[src/rtl/if_stage_pkg.sv]
`default_nettype none
// ============================================================================
//  Module      : if_stage_pkg
//  Description : Shared CPU constants (reset/trap vectors, bubble word) and
//                PC arithmetic helpers used by fetch, decode and the
//                exception unit.
//  Revision    : 1.0 - initial release
// ============================================================================
package if_stage_pkg;

    localparam logic [31:0] RESET_PC = 32'h8000_0000;
    localparam logic [31:0] ILLOP_PC = 32'h8000_0004;
    localparam logic [31:0] XADR_PC  = 32'h8000_0008;
    localparam logic [31:0] NOP      = 32'h0000_0000;

    // Sequential successor: the supervisor bit is never carried into or out of.
    function automatic logic [31:0] pc_inc(input logic [31:0] pc);
        return {pc[31], pc[30:0] + 31'd4};
    endfunction

    // J/JAL target keeps the top nibble of the current PC.
    function automatic logic [31:0] jump_addr(input logic [31:0] pc,
                                              input logic [25:0] idx);
        return {pc[31:28], idx, 2'b00};
    endfunction

endpackage
`default_nettype wire

[src/rtl/if_stage_if.sv]
`default_nettype none
// ============================================================================
//  Module      : if_stage_if
//  Description : Bundle of the fetch stage's control, redirect, ROM and
//                IF/ID signals. master = fetch stage, slave = surroundings.
//  Revision    : 1.0 - initial release
// ============================================================================
interface if_stage_if;

    logic        stall;
    logic        flush;
    logic        irq;
    logic        illop;
    logic        branch_taken;
    logic [31:0] branch_target;
    logic        jump;
    logic [25:0] jump_index;
    logic        jr;
    logic [31:0] jr_target;
    logic [31:0] rom_addr;
    logic [31:0] rom_data;
    logic [31:0] ifid_inst;
    logic [31:0] ifid_pc_plus4;
    logic        ifid_valid;
    logic        irq_ack;
    logic [31:0] epc;

    modport master (
        input  stall, flush, irq, illop,
        input  branch_taken, branch_target, jump, jump_index, jr, jr_target,
        input  rom_data,
        output rom_addr, ifid_inst, ifid_pc_plus4, ifid_valid, irq_ack, epc
    );

    modport slave (
        output stall, flush, irq, illop,
        output branch_taken, branch_target, jump, jump_index, jr, jr_target,
        output rom_data,
        input  rom_addr, ifid_inst, ifid_pc_plus4, ifid_valid, irq_ack, epc
    );

endinterface
`default_nettype wire

[src/rtl/if_stage_pc_next_mux.sv]
`default_nettype none
// ============================================================================
//  Module      : pc_next_mux
//  Description : Combinational next-PC priority selector. Produces next_pc,
//                the IF/ID bubble request, the interrupt-take decision, the
//                stall hold condition and the return address for epc.
//  Revision    : 1.0 - initial release
// ============================================================================
module pc_next_mux
    import if_stage_pkg::*;
(
    input  wire logic [31:0] i_pc,
    input  wire logic        i_stall,
    input  wire logic        i_flush,
    input  wire logic        i_irq,
    input  wire logic        i_illop,
    input  wire logic        i_jr,
    input  wire logic [31:0] i_jr_target,
    input  wire logic        i_jump,
    input  wire logic [25:0] i_jump_index,
    input  wire logic        i_branch_taken,
    input  wire logic [31:0] i_branch_target,
    output logic      [31:0] o_next_pc,
    output logic             o_bubble,
    output logic             o_irq_take,
    output logic             o_hold,
    output logic      [31:0] o_epc_next
);

    logic [31:0] w_jump_pc;
    logic [31:0] w_seq_pc;

    assign w_jump_pc = jump_addr(i_pc, i_jump_index);
    assign w_seq_pc  = pc_inc(i_pc);

    // Priority selection of next PC; interrupts are masked in supervisor mode.
    always_comb begin
        o_irq_take = i_irq & ~i_pc[31] & ~i_stall & ~i_illop;
        o_hold     = i_stall & ~i_illop;
        o_bubble   = i_flush | i_illop | o_irq_take | i_jr | i_jump | i_branch_taken;
        o_next_pc  = w_seq_pc;
        o_epc_next = i_pc;

        if (i_illop)             o_next_pc = XADR_PC;
        else if (o_irq_take)     o_next_pc = ILLOP_PC;
        else if (i_jr)           o_next_pc = i_jr_target;
        else if (i_jump)         o_next_pc = w_jump_pc;
        else if (i_branch_taken) o_next_pc = i_branch_target;

        // A redirect displaced by the interrupt becomes the return address.
        if (i_jr)                o_epc_next = i_jr_target;
        else if (i_jump)         o_epc_next = w_jump_pc;
        else if (i_branch_taken) o_epc_next = i_branch_target;
    end

endmodule
`default_nettype wire

[src/rtl/if_stage.sv]
`default_nettype none
// ============================================================================
//  Module      : if_stage
//  Description : Instruction fetch stage. Holds the PC, addresses the ROM,
//                registers the fetched word into IF/ID and takes timer
//                interrupts only while in user mode (PC[31] = 0).
//  Revision    : 1.0 - initial release
// ============================================================================
module if_stage
    import if_stage_pkg::*;
(
    input  wire logic   clk,
    input  wire logic   reset,
    if_stage_if.master  bus
);

    logic [31:0] r_pc;
    logic [31:0] r_ifid_inst;
    logic [31:0] r_ifid_pc_plus4;
    logic        r_ifid_valid;
    logic        r_irq_ack;
    logic [31:0] r_epc;

    logic [31:0] w_next_pc;
    logic        w_bubble;
    logic        w_irq_take;
    logic        w_hold;
    logic [31:0] w_epc_next;

    pc_next_mux u_pc_next_mux (
        .i_pc            (r_pc),
        .i_stall         (bus.stall),
        .i_flush         (bus.flush),
        .i_irq           (bus.irq),
        .i_illop         (bus.illop),
        .i_jr            (bus.jr),
        .i_jr_target     (bus.jr_target),
        .i_jump          (bus.jump),
        .i_jump_index    (bus.jump_index),
        .i_branch_taken  (bus.branch_taken),
        .i_branch_target (bus.branch_target),
        .o_next_pc       (w_next_pc),
        .o_bubble        (w_bubble),
        .o_irq_take      (w_irq_take),
        .o_hold          (w_hold),
        .o_epc_next      (w_epc_next)
    );

    // PC, IF/ID register, interrupt acknowledge and return address.
    always_ff @(posedge clk or posedge reset) begin
        if (reset) begin
            r_pc            <= RESET_PC;
            r_ifid_inst     <= NOP;
            r_ifid_pc_plus4 <= RESET_PC;
            r_ifid_valid    <= 1'b0;
            r_irq_ack       <= 1'b0;
            r_epc           <= 32'h0000_0000;
        end else begin
            r_irq_ack <= w_irq_take;
            if (!w_hold) begin
                r_pc <= w_next_pc;
                if (w_bubble) begin
                    r_ifid_inst  <= NOP;
                    r_ifid_valid <= 1'b0;
                end else begin
                    r_ifid_inst     <= bus.rom_data;
                    r_ifid_pc_plus4 <= pc_inc(r_pc);
                    r_ifid_valid    <= 1'b1;
                end
                if (w_irq_take) begin
                    r_epc <= w_epc_next;
                end
            end
        end
    end

    assign bus.rom_addr      = r_pc;
    assign bus.ifid_inst     = r_ifid_inst;
    assign bus.ifid_pc_plus4 = r_ifid_pc_plus4;
    assign bus.ifid_valid    = r_ifid_valid;
    assign bus.irq_ack       = r_irq_ack;
    assign bus.epc           = r_epc;

endmodule
`default_nettype wire

[src/flat_wrapper.sv]
// flat-port wrapper written by rule: the top's interface ports become plain ports
module if_stage_flat import if_stage_pkg::*;
  (clk, reset, bus_stall, bus_flush, bus_irq, bus_illop, bus_branch_taken, bus_branch_target, bus_jump, bus_jump_index, bus_jr, bus_jr_target, bus_rom_data, bus_rom_addr, bus_ifid_inst, bus_ifid_pc_plus4, bus_ifid_valid, bus_irq_ack, bus_epc);
  if_stage_if bus_i ();
  input  wire logic clk;
  input  wire logic reset;
  input wire logic [$bits(bus_i.stall)-1:0] bus_stall;
  input wire logic [$bits(bus_i.flush)-1:0] bus_flush;
  input wire logic [$bits(bus_i.irq)-1:0] bus_irq;
  input wire logic [$bits(bus_i.illop)-1:0] bus_illop;
  input wire logic [$bits(bus_i.branch_taken)-1:0] bus_branch_taken;
  input wire logic [$bits(bus_i.branch_target)-1:0] bus_branch_target;
  input wire logic [$bits(bus_i.jump)-1:0] bus_jump;
  input wire logic [$bits(bus_i.jump_index)-1:0] bus_jump_index;
  input wire logic [$bits(bus_i.jr)-1:0] bus_jr;
  input wire logic [$bits(bus_i.jr_target)-1:0] bus_jr_target;
  input wire logic [$bits(bus_i.rom_data)-1:0] bus_rom_data;
  output wire logic [$bits(bus_i.rom_addr)-1:0] bus_rom_addr;
  output wire logic [$bits(bus_i.ifid_inst)-1:0] bus_ifid_inst;
  output wire logic [$bits(bus_i.ifid_pc_plus4)-1:0] bus_ifid_pc_plus4;
  output wire logic [$bits(bus_i.ifid_valid)-1:0] bus_ifid_valid;
  output wire logic [$bits(bus_i.irq_ack)-1:0] bus_irq_ack;
  output wire logic [$bits(bus_i.epc)-1:0] bus_epc;
  assign bus_i.stall = bus_stall;
  assign bus_i.flush = bus_flush;
  assign bus_i.irq = bus_irq;
  assign bus_i.illop = bus_illop;
  assign bus_i.branch_taken = bus_branch_taken;
  assign bus_i.branch_target = bus_branch_target;
  assign bus_i.jump = bus_jump;
  assign bus_i.jump_index = bus_jump_index;
  assign bus_i.jr = bus_jr;
  assign bus_i.jr_target = bus_jr_target;
  assign bus_i.rom_data = bus_rom_data;
  assign bus_rom_addr = bus_i.rom_addr;
  assign bus_ifid_inst = bus_i.ifid_inst;
  assign bus_ifid_pc_plus4 = bus_i.ifid_pc_plus4;
  assign bus_ifid_valid = bus_i.ifid_valid;
  assign bus_irq_ack = bus_i.irq_ack;
  assign bus_epc = bus_i.epc;
  if_stage u_core (.clk(clk), .reset(reset), .bus(bus_i));
endmodule
[config.mk]
export PLATFORM = sky130hd
export DESIGN_NAME = if_stage_flat
export DESIGN_NICKNAME = d
export VERILOG_FILES = /design/src/rtl/if_stage_pkg.sv /design/src/rtl/if_stage_if.sv /design/src/rtl/if_stage_pc_next_mux.sv /design/src/rtl/if_stage.sv /design/src/flat_wrapper.sv
export SDC_FILE = /design/constraint.sdc
export NUM_CORES = 1
export LEC_CHECK = 0
export ABC_AREA = 1
export CAP_MARGIN = 30
export CORE_UTILIZATION = 45
export CTS_CLUSTER_SIZE = 14
export DETAILED_ROUTE_END_ITERATION = 12
export PLACE_DENSITY = 0.75
export SYNTH_ARGS = -nofsm -noshare
export SYNTH_HDL_FRONTEND = slang
export SYNTH_HIERARCHICAL = 1
export SYNTH_SLANG_ARGS = --single-unit
[constraint.sdc]
create_clock -name clk -period 12.65 [get_ports clk]
set_clock_uncertainty 0.15 [all_clocks]
set_input_delay 2.53 -clock clk [delete_from_list [all_inputs] [get_ports clk]]
set_output_delay 2.53 -clock clk [all_outputs]
set_load 0.05 [all_outputs]
==> impl_metrics.tcl, run 1 <==
set metrics [dict create \
    outcome "completed" \
    drtAntennaViolNets 0 \
    cts.path.max_buffers 2 \
    layoutNonFillerInstCount 1499 \
    place_hpwl_um 19400 \
    p_per_area_mw_per_mm2 142 \
    startpoint_type "primary input" \
    die_h_um 133 \
    cp_max_fo 65 \
    multi_input_area_mm2 0.00394 \
    ys_async_sr_fraction_pct 100 \
    dp.cells 1467 \
    portBuffers 260 \
    layout_setup_ws_ns 7.02 \
    slew_headroom_pct 53.0 \
    h-tree-depth 4 \
    syn_avg_cell_area_um2 7.52 \
    diodes 0 \
    hold_class "register to register" \
    setup_tns_ns 0 \
    antenna_found_initial 0 \
    cts_tree "built" \
    slew_viol_final 0 \
    synth_top_cell_area_share_pct 41.6 \
    worstMarginPinSlew_ns 0.704 \
    ys_warn_count 6 \
    hold_viol_final 0 \
    cts_setup_buffers 0 \
    period_share_pct 44.5 \
    ir_worst_vdd_v 0.000116 \
    clkPwrFrac_pct 32.6 \
    synth_cells 1025 \
    drive_gt1_share_pct 8.68 \
    ys_seq_elements 130 \
    power.total_w 0.00157 \
    cts_buffers 17 \
    synth_area_leaders "dfrtp_1 42%, nand2_1 16%, nor2_1 4.7%, a22o_1 4.5%, nand3_1 4.5%" \
    end_kind "register" \
    grt_max_degree 66 \
    drc 0 \
    clockRootBuffer "clkbuf_16" \
    period_minus_slack_ns 5.63 \
    routedWlPerCell_um 17.7 \
    start_util_pct 46.3 \
    maxCapViolCount 0 \
    vias_per_cell 5.49 \
    path_buf_inv 5 \
    fillers 1444 \
    fmax_ghz 0.178 \
    drtPass1Iterations 6 \
    cp.required_ns 12.82 \
    synthToLayoutAreaGrowth_pct 44.0 \
    first_iter_violations 990 \
    grt_usage_pct 30.4 \
    p_seq_share_pct 34.0 \
    crit_chain "buf_2 > buf_4 > inv_1 > nand2_1 > nor2_1 > nand2_1 > nor2_4 > buf_4 > inv_2 > o21ai_0" \
    core_mm2 0.0166 \
    cp_data_arrival_time_ns 5.80 \
    die-area_mm2 0.0176 \
    swShare_pct 37.7 \
    die_w_um 133 \
    worstSkewPairLatency_ns 0.42 \
    nets 1399 \
    setup_viol 0 \
    ys.flop_type "dfrtp_1" \
    combPwrFrac_pct 33.4 \
    synth_edf_count 0 \
    switchingPower_w 0.000593 \
    seq_area_frac_synth_pct 42.3 \
    pin_count 261 \
    rows 47 \
    power.internal_w 0.000978 \
    place.gp.congestion 0.902 \
    synth.distinct_cells 40 \
    yosysTopAreaCell "dfrtp_1" \
    grt_pass1_wl_um 41600 \
    place_ws_ns 6.64 \
    cts_sinks 130 \
    wirelength_um 26500 \
    synthMostInstantiatedCell "nand2_1" \
    grt-ovfl-total 0 \
    critical_path_class "primary input to register" \
    rsz0062_at_grt "false" \
    synth_area_mm2 0.00770 \
    syn-num-nets 1158 \
    grt_pass1_vias 7757 \
    netlist_top_cells_count "319 x nand2_1, 128 x dfrtp_1, 97 x nor2_1" \
    clk_pin_slew_ns 0.06 \
    cts_resized 0 \
    critPathSlowestCell "inv_1" \
    path_delay_family "buffers and inverters" \
    seqCellArea_mm2 0.00326 \
    dr_total_vias 8223 \
    cts-hold-fix-buffers 0 \
    max_stage_delay_ns 0.62 \
    power_leakage_nw 4.76 \
]
-- cells by family (layout without fill, tap and decap cells) --
group                      count (synthesis)  count (layout)  share of synthesized area [%]
and+or+nand+nor                          539             539                           29.7
AOI/OAI and AO/OA                        188             188                           15.6
DFF                                      130             130                           42.3
buffers and inverters                    128             382                           6.79
muxes                                     32              32                           4.68
xor gates and xnor gates                   6               6                          0.682
adders and majority gates                  2               2                          0.325
-- worst reg2reg max path: cells and delay by family, from the launching register on --
kind	cells	cell delay, ns
AOI/OAI and AO/OA	1	0.31
DFF	1	0.58
buffers and inverters	4	1.21
and+or+nand+nor	4	0.56
-- path summary, 6_finish.rpt --
check	startpoint	end	slack [ns]	cells past startpoint
worst max-delay path	bus_branch_taken	u_core/bus.ifid_pc_plus4[7]	7.02	10
worst min-delay path	u_core/bus.ifid_pc_plus4[31]	u_core/bus.ifid_pc_plus4[31]	0.32	2
worst max register to register	u_core/bus.rom_addr[31]	u_core/bus.ifid_pc_plus4[7]	9.76	9
worst min register to register	u_core/bus.ifid_pc_plus4[31]	u_core/bus.ifid_pc_plus4[31]	0.32	2
max in group asynchronous	reset	u_core/bus.rom_addr[31]	8.81	4
min in group asynchronous	reset	u_core/bus.ifid_inst[6]	2.39	2
-- per-stage QoR --
step / hold slack, ns / cell area [µm²] / util [%]
after global placement: 0.299 / 10400 / 62.6
after detailed placement: 0.312 / 10500 / 63.0
after floorplan: 0.427 / 7700 / -
final: 0.322 / 11100 / 66.7
after global routing: 0.350 / 11100 / 66.7
after CTS: 0.322 / 11100 / 66.7
-- per-layer routing --
metal / share of wire (%) / up-vias / GRT usage (%)
met5: 0 / - / 0
met4: 2.0 / 0 / 9.71
met3: 9.7 / 42 / 6.25
met2: 45 / 491 / 46.3
met1: 43 / 3810 / 43.2
li1: - / 3880 / -
-- power by group through the flow --
stage / combinational, W / sequential (W) / clock, W
2_1_floorplan: 0.000115 / 0.000730 / 0
3_3_place_gp: 0.000515 / 0.000540 / 0
3_5_place_dp: 0.000522 / 0.000538 / 0
4_1_cts: 0.000525 / 0.000532 / 0.000518
5_1_grt: 0.000550 / 0.000542 / 0.000538
6_report: 0.000525 / 0.000534 / 0.000512
-- sequential cells by signal, indices dropped and copies added, names as in the netlist --
signal / flops
u_core/bus.ifid_inst: 32
u_core/bus.rom_addr: 32
u_core/bus.ifid_valid: 1
u_core/bus.ifid_pc_plus4: 32
u_core/bus.irq_ack: 1
u_core/bus.epc: 32
-- layout make-up --
cell class                 instances  share of cell area (%)
clock buffer                      17                    3.83
tap                              220                    2.48
clock inverter                    15                    1.63
sequential                       130                    29.3
multi-input combinational        767                    35.5
inverter                          81                    2.76
timing repair buffer             269                    24.4
-- placed cells by master (no fill, tap or decap), drive strengths merged, types with 2 or more instances in the layout --
master,instances
xor2,5
and2,2
nand2,325
o211ai,3
nor3,13
buf,10
nand4,4
clkinvlp,2
dfrtp,128
a22oi,16
a31oi,10
a21boi,8
a221oi,3
o22ai,8
clkdlybuf4s50,259
ha,2
mux2,32
a22o,40
bufinv,3
o21ai,65
dfstp,2
nor2,115
inv,85
nand3b,3
a21oi,31
or2,6
clkinv,6
nand3,70
clkbuf,17
o21bai,4
Power figures use the tool's default switching activity.
==> run 2, diff against run 1 <==
- clock period: 12.65 -> 5.7 ns (I/O delays scaled with it)
==> impl_metrics.tcl, run 2 (synthesized netlist as in run 1, its figures left out) <==
set metrics [dict create \
    startpoint_type "primary input" \
    cts-hold-fix-buffers 0 \
    maxCapViolCount 0 \
    combPwrFrac_pct 33.7 \
    crit_chain "clkdlybuf4s50_1 > nor2_4 > nand2_1 > nor2_1 > nand2_1 > nor2_4 > inv_2 > o21ai_0" \
    path_delay_family "simple AND/OR/NAND/NOR gates" \
    die_w_um 133 \
    reg2reg_setup_slack_ns 2.94 \
    cts_buffers 17 \
    hold_viol_final 0 \
    start_util_pct 46.3 \
    drtPass1Iterations 7 \
    rsz0062_at_grt "false" \
    grt_pass1_vias 7595 \
    grt-ovfl-total 0 \
    grt_max_degree 65 \
    crit_cells 8 \
    layout_setup_ws_ns 1.69 \
    hold_slack_ns 0.311 \
    grt_usage_pct 29.9 \
    rows 47 \
    cts.path.max_buffers 2 \
    setup_viol 0 \
    power.internal_w 0.00215 \
    setup_tns_ns 0 \
    diodes 0 \
    die_h_um 133 \
    path_buf_inv 2 \
    die-area_mm2 0.0176 \
    cp_data_arrival_time_ns 4.19 \
    outcome "completed" \
    p_seq_share_pct 34.2 \
    slew_viol_final 0 \
    pin_count 261 \
    portBuffers 260 \
    cts_sinks 130 \
    placed_area_mm2 0.0105 \
    startpoint "bus_jump" \
    worstMarginPinSlew_ns 0.755 \
    drc 0 \
    drtAntennaViolNets 0 \
    hold_class "register to register" \
    cts_setup_buffers 0 \
    ir_worst_vdd_v 0.000209 \
    drive_gt1_share_pct 8.75 \
    synthToLayoutAreaGrowth_pct 43.8 \
    grt_pass1_wl_um 40900 \
    routedWlPerCell_um 17.5 \
    final_common_cell "nand2_1" \
    stdcell_area_mm2 0.0111 \
    cts_tree "built" \
    end_kind "register" \
    place_ws_ns 1.29 \
    ff2ff_path_depth 8 \
    h-tree-depth 4 \
    cts_resized 0 \
    max_stage_delay_ns 0.55 \
    slew_headroom_pct 49.7 \
    cp_max_fo 36 \
    wirelength_um 26200 \
    swShare_pct 37.7 \
    clk_pin_slew_ns 0.06 \
    dr_total_vias 8233 \
    period_minus_slack_ns 4.01 \
    critPathSlowestCell "nor2_4" \
    clockRootBuffer "clkbuf_16" \
    clkPwrFrac_pct 32.1 \
    regToRegEndpoint "u_core/bus.ifid_pc_plus4[2]" \
    p_per_area_mw_per_mm2 312 \
    place_hpwl_um 19600 \
    antenna_found_initial 0 \
    switchingPower_w 0.00130 \
    cp.required_ns 5.88 \
    power_leakage_nw 4.75 \
    first_iter_violations 1086 \
    r2r_start "u_core/bus.rom_addr[31]" \
    critical_path_class "primary input to register" \
    final_cell_mix "319 x nand2_1, 259 x clkdlybuf4s50_1, 128 x dfrtp_1" \
    worstSkewPairLatency_ns 0.42 \
    vias_per_cell 5.49 \
    crit_end "u_core/bus.ifid_pc_plus4[2]" \
    period_share_pct 70.4 \
    nets 1400 \
    core_mm2 0.0166 \
    fmax_ghz 0.249 \
    place.gp.congestion 0.913 \
]
[run 2: cell count changes in the layout (fill, tap and decap cells not counted)]
cell / delta
buf_16: -1
bufinv_16: -1
buf_4: +2
clkinv_2: -1
clkbuf_8: +2
inv_6: +1
clkinv_4: -1
[run 2: layer usage]
metal	vias up	share of wire, %	wire length (µm)	global-route usage [%]
met5	-	0	0	0
met1	3831	43	11300	41.7
met2	453	45	11800	45.9
li1	3884	-	-	-
met3	65	9.3	2450	7.05
met4	0	2.5	649	9.58
[run 2: metrics by stage]
step	instances	total power, W	util (%)
after floorplan	1025	0.00188	-
after global placement	1466	0.00234	62.7
after detailed placement	1468	0.00235	63.0
after CTS	1500	0.00346	66.6
after global routing	1500	0.00358	66.6
final	1500	0.00345	66.6
[run 2: power by group through the flow]
stage | registers (W) | logic [W] | clock network [W]
final | 0.00118 | 0.00116 | 0.00111
after global routing | 0.00120 | 0.00122 | 0.00116
after CTS | 0.00118 | 0.00116 | 0.00112
after detailed placement | 0.00119 | 0.00116 | 0
after global placement | 0.00119 | 0.00114 | 0
after floorplan | 0.00162 | 0.000256 | 0
[run 2: worst min path at each step]
stage	start	end	depth (start not counted)
5_1_grt	u_core/bus.ifid_pc_plus4[31]	u_core/bus.ifid_pc_plus4[31]	2
3_5_place_dp	u_core/bus.ifid_pc_plus4[31]	u_core/bus.ifid_pc_plus4[31]	2
4_1_cts	u_core/bus.ifid_pc_plus4[31]	u_core/bus.ifid_pc_plus4[31]	2
6_report	u_core/bus.ifid_pc_plus4[31]	u_core/bus.ifid_pc_plus4[31]	2
3_3_place_gp	u_core/bus.ifid_pc_plus4[31]	u_core/bus.ifid_pc_plus4[31]	2
2_1_floorplan	u_core/bus.ifid_pc_plus4[31]	u_core/bus.ifid_pc_plus4[31]	2
[run 2: layout make-up]
cell class | instances | area (µm²)
clock buffers | 19 | 453
multi-input cells | 767 | 3940
clock inverters | 13 | 146
well taps | 220 | 275
inverters | 81 | 307
flip-flops and latches | 130 | 3260
repair buffers | 270 | 2700
fillers | 1435 | 5560
[run 2: worst reg2reg max path, cell delays in order, from the launching register on]
cell and delay [ns]:
dfstp_2 0.57, inv_1 0.14, nand4_1 0.15, inv_1 0.09, nor2_1 0.18, nand2_1 0.13
nor2_4 0.55, inv_2 0.42, o21ai_0 0.28
==> run 3, diff against run 2 <==
- clock period: 5.7 -> 3.8 ns (I/O delays scaled with it)
==> impl_metrics.tcl, run 3 (synthesized netlist as in run 1, its figures left out) <==
set metrics [dict create \
    period_share_pct 75.8 \
    cts_sinks 130 \
    die-area_mm2 0.0176 \
    max_stage_delay_ns 0.92 \
    hold_viol_final 0 \
    worstSkewPairLatency_ns 0.43 \
    cts.path.max_buffers 2 \
    cts-hold-fix-buffers 0 \
    ir_worst_vdd_v 0.000333 \
    power_leakage_nw 4.78 \
    grt_usage_pct 30.8 \
    path_delay_family "buffers and inverters" \
    critPathSlowestCell "clkdlybuf4s50_1" \
    crit_cells 1 \
    place_hpwl_um 19700 \
    maxCapViolCount 0 \
    h-tree-depth 4 \
    pin_count 261 \
    start_util_pct 46.3 \
    nets 1406 \
    drc 0 \
    swShare_pct 38.3 \
    cts_resized 0 \
    portBuffers 260 \
    setup_viol 0 \
    path_buf_inv 1 \
    hold_class "register to register" \
    switchingPower_w 0.00199 \
    cts_buffers 17 \
    clk_pin_slew_ns 0.06 \
    fillers 1415 \
    startpoint_type "register" \
    grt_pass1_vias 7774 \
    place_ws_ns 0.798 \
    crit_chain "clkdlybuf4s50_1" \
    first_iter_violations 783 \
    critical_path_class "register to output pin" \
    setup_tns_ns 0 \
    fmax_ghz 0.347 \
    drtPass1Iterations 6 \
    whs_path_depth 2 \
    core_mm2 0.0166 \
    fin_util_pct 66.8 \
    routedWlPerCell_um 17.8 \
    combPwrFrac_pct 33.7 \
    grt_max_degree 51 \
    final_cell_mix "319 x nand2_1, 259 x clkdlybuf4s50_1, 128 x dfrtp_1" \
    period_minus_slack_ns 2.88 \
    drive_gt1_share_pct 9.18 \
    dp.cells 1474 \
    place.gp.congestion 0.935 \
    grt_pass1_wl_um 42100 \
    antenna_found_initial 2 \
    end_kind "output pin" \
    clockRootBuffer "clkbuf_16" \
    die_h_um 133 \
    worstMarginPinSlew_ns 0.577 \
    slew_headroom_pct 61.4 \
    layoutNonFillerInstCount 1506 \
    final_common_cell "nand2_1" \
    wirelength_um 26800 \
    die_w_um 133 \
    cp_max_fo 10 \
    cp_data_arrival_time_ns 1.97 \
    dr_total_vias 8257 \
    layout_setup_ws_ns 0.921 \
    clkPwrFrac_pct 32.1 \
    ff2ff_path_depth 9 \
    diodes 0 \
    p_per_area_mw_per_mm2 467 \
    p_seq_share_pct 34.2 \
    rsz0062_at_grt "false" \
    cp.required_ns 2.89 \
    power.internal_w 0.00320 \
    cts_tree "built" \
    vias_per_cell 5.48 \
    cts_setup_buffers 0 \
    grt-ovfl-total 0 \
    slew_viol_final 0 \
    drtAntennaViolNets 0 \
    synthToLayoutAreaGrowth_pct 44.3 \
    outcome "completed" \
    rows 47 \
]
-- run 3: changes by cell type in the layout (fill, tap and decap cells not counted), sizes merged --
cell	delta
clkinv	+2
buf	+6
clkbuf	-2
-- run 3: layout make-up --
type / count / area [µm²] / area share [%]
clock inverters: 15 / 174 / 1.56
repair buffers: 276 / 2740 / 24.7
well taps: 220 / 275 / 2.47
multi-input cells: 767 / 3940 / 35.4
clock buffers: 17 / 425 / 3.82
flip-flops and latches: 130 / 3260 / 29.3
inverters: 81 / 308 / 2.77
-- run 3: worst paths after layout --
check | startpoint | slack (ns) | endpoint
max | u_core/bus.rom_addr[26] | 0.92 | bus_rom_addr[26]
min | u_core/bus.ifid_pc_plus4[31] | 0.31 | u_core/bus.ifid_pc_plus4[31]
max reg2reg | u_core/bus.rom_addr[31] | 1.42 | u_core/bus.ifid_pc_plus4[23]
min reg2reg | u_core/bus.ifid_pc_plus4[31] | 0.31 | u_core/bus.ifid_pc_plus4[31]
max in group asynchronous | reset | 2.27 | u_core/bus.epc[27]
min in group asynchronous | reset | 0.56 | u_core/bus.ifid_inst[10]
-- run 3: power by group through the flow --
stage | Combinational [W] | Clock (W) | Sequential (W)
floorplan | 0.000384 | 0 | 0.00243
global route | 0.00184 | 0.00175 | 0.00180
global placement | 0.00173 | 0 | 0.00179
finish | 0.00175 | 0.00167 | 0.00177
detailed placement | 0.00174 | 0 | 0.00179
CTS | 0.00175 | 0.00169 | 0.00177
-- run 3: per-layer routing --
| metal | vias to the layer above | track usage (%) | share of wire [%] |
|---|---|---|---|
| li1 | 3897 | - | - |
| met1 | 3807 | 42.5 | 42 |
| met2 | 482 | 46.7 | 45 |
| met3 | 71 | 7.13 | 10 |
| met4 | 0 | 12.3 | 3.4 |
| met5 | - | 0 | 0 |
-- run 3: stage by stage --
| stage | hold slack [ns] | instance area, µm² | total power (W) |
|---|---|---|---|
| 3_3_place_gp | 0.300 | 10500 | 0.00352 |
| 5_1_grt | 0.346 | 11100 | 0.00539 |
| 4_1_cts | 0.312 | 11100 | 0.00521 |
| 6_report | 0.312 | 11100 | 0.00519 |
| 2_1_floorplan | 0.427 | 7710 | 0.00282 |
| 3_5_place_dp | 0.302 | 10500 | 0.00353 |
